[config.mk]
export PLATFORM = sky130hd
export DESIGN_NAME = wb_cpu_master
export DESIGN_NICKNAME = d
export VERILOG_FILES = /design/src/rtl/wb_cpu_master_pkg.sv /design/src/rtl/wb_lane_align.sv /design/src/rtl/wb_cpu_master.sv
export SDC_FILE = /design/constraint.sdc
export NUM_CORES = 1
export LEC_CHECK = 0
export ABC_AREA = 1
export BUFFER_PORTS_ARGS = -buffer_cell sky130_fd_sc_hd__buf_4
export CORE_MARGIN = 2
export CORE_UTILIZATION = 52
export CTS_BUF_LIST = sky130_fd_sc_hd__clkbuf_2 sky130_fd_sc_hd__clkbuf_4 sky130_fd_sc_hd__clkbuf_8
export CTS_CLUSTER_DIAMETER = 100
export DETAILED_ROUTE_END_ITERATION = 10
export GPL_TIMING_DRIVEN = 0
export PLACE_DENSITY = 0.83
export SKIP_CTS_REPAIR_TIMING = 1
export SLEW_MARGIN = 15
export SYNTH_ARGS = -nofsm -noshare
export SYNTH_HDL_FRONTEND = slang
export SYNTH_SLANG_ARGS = --single-unit
[constraint.sdc]
create_clock -name clk -period 5.4 [get_ports clk]
set_input_delay 1.08 -clock clk [delete_from_list [all_inputs] [get_ports clk]]
set_output_delay 1.08 -clock clk [all_outputs]
set_load 0.01 [all_outputs]
[src/rtl/wb_cpu_master_pkg.sv]
// Shared encodings for the CPU-to-Wishbone master:
// access sizes, FSM states, byte-lane select patterns.
package wb_cpu_master_pkg;

    localparam logic [1:0] SZ_BYTE = 2'd0;
    localparam logic [1:0] SZ_HALF = 2'd1;
    localparam logic [1:0] SZ_WORD = 2'd2;

    localparam logic [3:0] SEL_BYTE = 4'b0001;
    localparam logic [3:0] SEL_HALF = 4'b0011;
    localparam logic [3:0] SEL_WORD = 4'b1111;

    typedef enum logic [1:0] {
        ST_IDLE = 2'd0,
        ST_BUS  = 2'd1,
        ST_DONE = 2'd2
    } state_t;

    function automatic logic is_legal(
        input logic [1:0] size,
        input logic [1:0] lo
    );
        case (size)
            SZ_BYTE: is_legal = 1'b1;
            SZ_HALF: is_legal = ~lo[0];
            SZ_WORD: is_legal = (lo == 2'b00);
            default: is_legal = 1'b0;
        endcase
    endfunction

endpackage

[src/rtl/wb_lane_align.sv]
// Byte-lane steering: select generation and write replication for the
// outgoing request, lane extraction and extension for the returned data.
module wb_lane_align
    import wb_cpu_master_pkg::*;
(
    input  logic [1:0]  i_size,
    input  logic [1:0]  i_addr_lo,
    input  logic [31:0] i_wdata,
    output logic [3:0]  o_sel,
    output logic [31:0] o_wdata,
    input  logic [1:0]  i_rd_size,
    input  logic [1:0]  i_rd_addr_lo,
    input  logic        i_rd_signed,
    input  logic [31:0] i_rd_data,
    output logic [31:0] o_rdata
);

    logic [31:0] w_shift;

    always_comb begin
        o_sel   = SEL_WORD;
        o_wdata = i_wdata;
        case (i_size)
            SZ_BYTE: begin
                o_sel   = SEL_BYTE << i_addr_lo;
                o_wdata = {4{i_wdata[7:0]}};
            end
            SZ_HALF: begin
                o_sel   = SEL_HALF << i_addr_lo;
                o_wdata = {2{i_wdata[15:0]}};
            end
            default: ;
        endcase
    end

    // Word accesses are always aligned, so the shift is zero for them.
    assign w_shift = i_rd_data >> {i_rd_addr_lo, 3'b000};

    always_comb begin
        o_rdata = w_shift;
        case (i_rd_size)
            SZ_BYTE: o_rdata = {{24{i_rd_signed & w_shift[7]}},
                                w_shift[7:0]};
            SZ_HALF: o_rdata = {{16{i_rd_signed & w_shift[15]}},
                                w_shift[15:0]};
            default: ;
        endcase
    end

endmodule

[src/rtl/wb_cpu_master.sv]
// CPU load/store port to single-beat Wishbone master with alignment
// checking, lane steering and a bus timeout.
module wb_cpu_master
    import wb_cpu_master_pkg::*;
#(
    parameter int ADDR_BITS      = 32,
    parameter int TIMEOUT_CYCLES = 255
) (
    input  logic                 clk,
    input  logic                 rst,
    input  logic                 cpu_req,
    input  logic                 cpu_we,
    input  logic [ADDR_BITS-1:0] cpu_addr,
    input  logic [1:0]           cpu_size,
    input  logic                 cpu_signed,
    input  logic [31:0]          cpu_wdata,
    output logic                 cpu_rdy,
    output logic                 cpu_done,
    output logic [31:0]          cpu_rdata,
    output logic                 cpu_err,
    output logic                 wbm_cs_o,
    output logic [ADDR_BITS-3:0] wbm_addr_o,
    output logic [3:0]           wbm_sel_o,
    output logic [31:0]          wbm_data_o,
    output logic                 wbm_we_o,
    input  logic [31:0]          wbm_data_i,
    input  logic                 wbm_ack_i
);

    localparam logic [7:0] TO_LAST = 8'(TIMEOUT_CYCLES - 1);

    state_t               r_state;
    logic [7:0]           r_cnt;
    logic [1:0]           r_lo;
    logic [1:0]           r_size;
    logic                 r_signed;
    logic                 r_done;
    logic                 r_err;
    logic [31:0]          r_rdata;
    logic                 r_cs;
    logic [ADDR_BITS-3:0] r_addr;
    logic [3:0]           r_sel;
    logic [31:0]          r_wdat;
    logic                 r_we;

    logic [3:0]           w_sel;
    logic [31:0]          w_wdata;
    logic [31:0]          w_rdata;

    wb_lane_align u_align (
        .i_size       (cpu_size),
        .i_addr_lo    (cpu_addr[1:0]),
        .i_wdata      (cpu_wdata),
        .o_sel        (w_sel),
        .o_wdata      (w_wdata),
        .i_rd_size    (r_size),
        .i_rd_addr_lo (r_lo),
        .i_rd_signed  (r_signed),
        .i_rd_data    (wbm_data_i),
        .o_rdata      (w_rdata)
    );

    always_ff @(posedge clk or posedge rst) begin
        if (rst) begin
            r_state  <= ST_IDLE;
            r_cnt    <= '0;
            r_lo     <= '0;
            r_size   <= '0;
            r_signed <= 1'b0;
            r_done   <= 1'b0;
            r_err    <= 1'b0;
            r_rdata  <= '0;
            r_cs     <= 1'b0;
            r_addr   <= '0;
            r_sel    <= '0;
            r_wdat   <= '0;
            r_we     <= 1'b0;
        end else begin
            r_done <= 1'b0;
            unique case (r_state)
                ST_IDLE: begin
                    if (cpu_req) begin
                        if (is_legal(cpu_size, cpu_addr[1:0])) begin
                            r_cs     <= 1'b1;
                            r_addr   <= cpu_addr[ADDR_BITS-1:2];
                            r_sel    <= w_sel;
                            r_wdat   <= w_wdata;
                            r_we     <= cpu_we;
                            r_size   <= cpu_size;
                            r_signed <= cpu_signed;
                            r_lo     <= cpu_addr[1:0];
                            r_cnt    <= '0;
                            r_state  <= ST_BUS;
                        end else begin
                            r_err   <= 1'b1;
                            r_rdata <= '0;
                            r_done  <= 1'b1;
                            r_state <= ST_DONE;
                        end
                    end
                end
                ST_BUS: begin
                    // Ack is tested first so it beats a coincident timeout.
                    if (wbm_ack_i) begin
                        r_cs    <= 1'b0;
                        r_rdata <= r_we ? 32'd0 : w_rdata;
                        r_err   <= 1'b0;
                        r_done  <= 1'b1;
                        r_state <= ST_DONE;
                    end else if (r_cnt == TO_LAST) begin
                        r_cs    <= 1'b0;
                        r_rdata <= '0;
                        r_err   <= 1'b1;
                        r_done  <= 1'b1;
                        r_state <= ST_DONE;
                    end else begin
                        r_cnt <= r_cnt + 8'd1;
                    end
                end
                ST_DONE: r_state <= ST_IDLE;
                default: r_state <= ST_IDLE;
            endcase
        end
    end

    assign cpu_rdy    = (r_state == ST_IDLE) & ~rst;
    assign cpu_done   = r_done;
    assign cpu_err    = r_err;
    assign cpu_rdata  = r_rdata;
    assign wbm_cs_o   = r_cs;
    assign wbm_addr_o = r_addr;
    assign wbm_sel_o  = r_sel;
    assign wbm_data_o = r_wdat;
    assign wbm_we_o   = r_we;

endmodule

**Word-level counts from Yosys, hierarchy flattened**

Cells that the tools add are included.

- Memory bits (read-only): 0
- Logic and storage cells: 80
- RAM bits: 0
- Register bits after elaboration: 117
- Bits in latches: 0
- Memories: 0
- Output and inout bits: 103

- Add/subtract/negate cells: 1
- Shifts and indexed selects: 3
- Reduce and logical (&&, ||, !) cells: 10
- Divide/modulo/power cells: 0
- Mux-type cells: 37
- Equality and inequality tests: 11
- $lt $le $gt $ge: 0
- Multipliers: 0
- Bitwise logic cells: 5

Operators with widths:

| operator | number |
|---|---|
| $pmux 32 s2 | 3 |
| $mux 32 | 5 |
| $mux 8 | 4 |
| $shr 32x5->32 | 1 |
| $pmux 8 s2 | 1 |
| $mux 1 | 14 |
| $ne 2x2->1 const B | 5 |
| $add 8x1->8 const B | 1 |
| $eq 8x8->1 const B | 1 |
| $logic_not 2->1 | 4 |
| $mux 2 | 4 |
| $pmux 4 s2 | 1 |
| $reduce_and 4->1 | 2 |
| $eq 2x1->1 const B | 3 |
| $pmux 1 s2 | 3 |
| $reduce_and 5->1 | 1 |
| $pmux 2 s2 | 1 |
| $shl 1x2->4 const A | 1 |
| $shl 2x2->4 const A | 1 |
| $and 1x1->1 | 3 |
| $ne 3x3->1 const B | 1 |
| $pmux 1 s3 | 1 |
| $reduce_and 3->1 | 1 |
| $eq 2x2->1 const B | 1 |
| other kinds (3) | 4 |

**Depth between registers and ports, before layout**

- Word-level depth: 7
- Mapped depth: 10

**Modules after synthesis**

Synthesis repeated with hierarchy kept, for this count alone.

- Cells, all modules: 783
- Area, all modules: 6167.2 µm²

By module, submodules not included:

| module | instances | cells an instance | area each (µm²) |
|---|---|---|---|
| wb_cpu_master | 1 | 541 | 4860.9 |
| wb_lane_align | 1 | 242 | 1306.3 |

**Worst setup path after synthesis**

No wires, ideal clock.

- Path kind: input -> output
- Start: input rst
- End: output cpu_rdy
- Buffers on the path: 0
- Arrival time: 1.249 ns
- Data required time: 4.320 ns
- Stages on the path: 1
- Path slack: 3.071 ns
- Cells stage by stage: nor2_1

- Cells in the longest elaborated chain, start to end: 2

Ends and longest elaborated chain:

| element | RTL line | text |
|---|---|---|
| from (decl) | wb_cpu_master.sv:10 | `input logic rst,` |
| $not 1->1 | wb_cpu_master.sv:126 | `assign cpu_rdy = (r_state == ST_IDLE) & ~rst;` |
| $and 1x1->1 | wb_cpu_master.sv:126 |  |
| to (decl) | wb_cpu_master.sv:17 | `output logic cpu_rdy,` |

No other way between the ends.

**Worst setup path after layout**

Same ends and word-level chain as after synthesis.

==> impl_summary.txt <==
----------------------------------------------------
[Power and ir drop]
  Switching portion of total power ... 40.7%
  Tot Pwr ... 4.20 mW
  VDD IR max ... 0.303 mV
  Pwr per Cell Area ... 532 nW/um^2
  Clock power share ... 18.0%
  Power dissipated by switching net loads ... 1.71 mW
  Proportion of power drawn by combinational gates ... 46.0%
  Internal Power ... 2.49 mW
  Leakage Power ... 4.33 nW
  Part of the power in registers ... 36.0%

[Drt]
  First drt pass iteration count ... 5
  Iter 0 DRT Violations ... 438
  Final routed wire length divided by cell count ... 15.3 um
  Detail-routed via count per cell ... 5.26
  Vias after detailed routing ... 5,902
  Number of nets still failing antenna checks after routing ... 0
  Remaining routing DRC violations ... 0
  Wire length after detailed routing ... 17.2 mm

[Clock network]
  Max Root-Sink Buffers ... 2
  Clock-pin slew of the registers on the worst-case setup and hold paths ... 0.07 ns
  Max H-tree Level ... 4
  CTS sink count ... 117
  Total CTS buffers ... 17
  Clock Root Buffer ... clkbuf_8
  Clock tree from TritonCTS ... done
  Skew-Pair Late Insertion Delay ... 0.43 ns

[Logic synthesis]
  Warnings from Yosys ... 0
  Post-synthesis sequential area ratio ... 50.7%
  Number of storage elements in the synthesis netlist ... 117
  Mapped Nets ... 850
  Primary FF master, synth ... dfrtp_1
  Async S/R FF share, synth ... 100%
  Syn_area_per_cell ... 7.76 um^2
  Synthesized instance count ... 744
  Number of flops mapped to enable cells by yosys ... 0
  Synthesized area ... 5770 um^2
  Count of unique library cells instantiated by Yosys ... 29

[Die]
  Top Ports ... 207
  Width of the die ... 109 um
  Initial Utilization ... 53.3%
  Vert. Die Dim ... 109 um
  Rows ... 38
  Die area ... 12,000 um^2
  Core Area ... 10,800 um^2

[Run status]
  Result of the run ... finished clean

[Final layout]
  Count of filler cells inserted in the layout ... 895
  Sequential cell area ... 2930 um^2
  Final core utilization ... 72.8%
  N_diodes ... 0
  Synthesis-to-finish area growth ... 36.8%
  Share of post-route cells with drive strength above 1 ... 29.9%
  Fin nets ... 1,076
  Combined area of the multi-input logic cells ... 2510 um^2

[STA]
  Setup TNS ... 0 ns
  Slew Viols, Final ... 0
  Transition time at the pin with the least slew margin ... 0.686 ns
  Setup Skew ... 0.0107 ns
  Period minus WS final ... 2.51 ns
  Final-report hold violation count ... 0
  Maximum achievable frequency ... 0.398 GHz
  Hold slack ... 0.475 ns
  Unrepaired setup endpoints after global routing ... no
  Final setup violation count ... 0
  Worst slew margin relative to its limit ... 54.1%
  Final critical-path share of the clock period ... 46.5%

[Worst setup path]
  FF-to-FF Start ... r_cnt[0]
  Highest net fanout along the worst path ... 2
  Element type at the critical path start ... input pin
  Most frequent cell on the critical path ... buf_4
  Cell at the slowest stage of the critical path ... buf_4
  Internal reg-to-reg setup slack ... 3.75 ns
  Req. time, crit path ... 4.32 ns
  Sequence of cells on the critical path ... buf_4, nor2_1, buf_4
  Slowest Stage Delay on Critical Path ... 0.13 ns
  Worst r2r dst ... cpu_rdata[31]
  CP Capture Type ... output port
  Worst Path Class, Setup ... in -> out
  Path depth of the worst reg2reg path ... 10
  Critical path startpoint ... rst
  Worst EP arrival ... 1.43 ns
  Endpoint of the most critical setup path ... cpu_rdy

[Global routing]
  GR Util All Layers ... 29.7%
  Wire length of the first global-routing pass ... 27.3 mm
  Maximum number of pins on one net before global-route repair ... 84
  Vias in the first global route ... 5,663
  Residual overflow from global routing ... 0
  Antenna violations before repair ... 0

[Run]
  Max-Cap Viols ... 0

[Hold path]
  Worst hold-check path type ... reg -> reg

[Placement]
  Final RePlAce weighted congestion ... 0.932
  Quantity of I/O buffers inserted on ports ... 206
  Post-detail-place hpwl ... 12.7 mm

----------------------------------------------------
-- synth_stat cells, types with 4 or more instances --
cell        n  area (um^2)
a21oi_1    29          145
nand3_1   119          596
or2_2       5         31.3
nand2_1   274         1030
inv_1      26         97.6
o21ai_0    56          280
nand2_2     6         37.5
a22oi_1     7         52.6
inv_2       4         15.0
clkbuf_1   12         45.0
o21ai_1     5         25.0
nor2_1     32          120
buf_2      26          130
nor2_2      5         31.3
dfrtp_1   117         2930
-- registers in the layout (all words and copies together), names as in the netlist, 2 cells and up --
register    cells
wbm_addr_o     30
cpu_rdata      32
wbm_data_o     32
r_size          2
r_state         2
r_lo            2
r_cnt           8
wbm_sel_o       4
-- power by group through the flow --
stage | clock network, mW | logic [mW] | registers (mW)
5_1_grt | 0.802 | 2.15 | 1.55
6_report | 0.756 | 1.93 | 1.51
3_5_place_dp | 0 | 1.94 | 1.51
4_1_cts | 0.762 | 1.94 | 1.51
3_3_place_gp | 0 | 1.90 | 1.51
2_1_floorplan | 0 | 0.869 | 1.65
-- layout by cell type (no fill, tap or decap), types with 7 or more instances in the layout --
| master | synthesis | final |
|---|---|---|
| a21oi_1 | 29 | 29 |
| a22oi_1 | 7 | 7 |
| buf_2 | 26 | 26 |
| buf_4 | 0 | 206 |
| clkbuf_1 | 12 | 12 |
| clkbuf_8 | 0 | 18 |
| dfrtp_1 | 117 | 117 |
| inv_1 | 26 | 25 |
| nand2_1 | 274 | 274 |
| nand3_1 | 119 | 119 |
| nor2_1 | 32 | 32 |
| o21ai_0 | 56 | 56 |
-- kinds of logic after synthesis --
family / after synthesis / synth area share, %
AOI/OAI and AO/OA: 101 / 9.23
xor gates and xnor gates: 3 / 0.455
adders and majority gates: 2 / 0.433
buffers and inverters: 74 / 5.81
DFF: 117 / 50.7
and+or+nand+nor: 447 / 33.4
-- area by class of cell --
class / count / area share [%]
buffer: 43 / 2.74
clock buffer: 18 / 3.14
clock inverter: 13 / 1.54
inverter: 31 / 1.57
multi-input combinational: 553 / 31.8
sequential: 117 / 37.1
tap: 140 / 2.22
timing repair buffer: 207 / 19.9
-- stage by stage --
| step | std cells | setup WS, ns | area (um^2) |
|---|---|---|---|
| after global routing | 1122 | 2.85 | 7900 |
| after floorplan | 744 | 1.22 | 5770 |
| after CTS | 1122 | 2.89 | 7900 |
| final | 1122 | 2.89 | 7900 |
| after detailed placement | 1091 | 2.89 | 7530 |
| after global placement | 1090 | -0.155 | 7490 |
-- worst max-delay path, delay by kind of cell --
kind | cells | cell delay, ns
buf+inv | 2 | 0.25
simple gates | 1 | 0.10
-- how the worst min path moves through the flow --
stage | startpoint | to | slack (ns) | cells past startpoint
4_1_cts | wbm_addr_o[12] | wbm_addr_o[12] | 0.48 | 2
5_1_grt | wbm_addr_o[13] | wbm_addr_o[13] | 0.50 | 2
2_1_floorplan | r_cnt[7] | r_cnt[7] | 0.47 | 2
3_3_place_gp | wbm_addr_o[16] | wbm_addr_o[16] | 0.46 | 2
6_report | wbm_sel_o[3] | wbm_sel_o[3] | 0.48 | 2
3_5_place_dp | wbm_addr_o[12] | wbm_addr_o[12] | 0.46 | 2
-- routing by layer --
metal | GRT usage (%) | vias to the layer above | part of all wire, %
met1 | 39.1 | 2741 | 41
met4 | 7.59 | 0 | 1.7
met2 | 48.5 | 253 | 48
met3 | 8.60 | 26 | 8.9
li1 | - | 2882 | -
met5 | 0 | - | 0
Power figures use the tool's default switching activity.
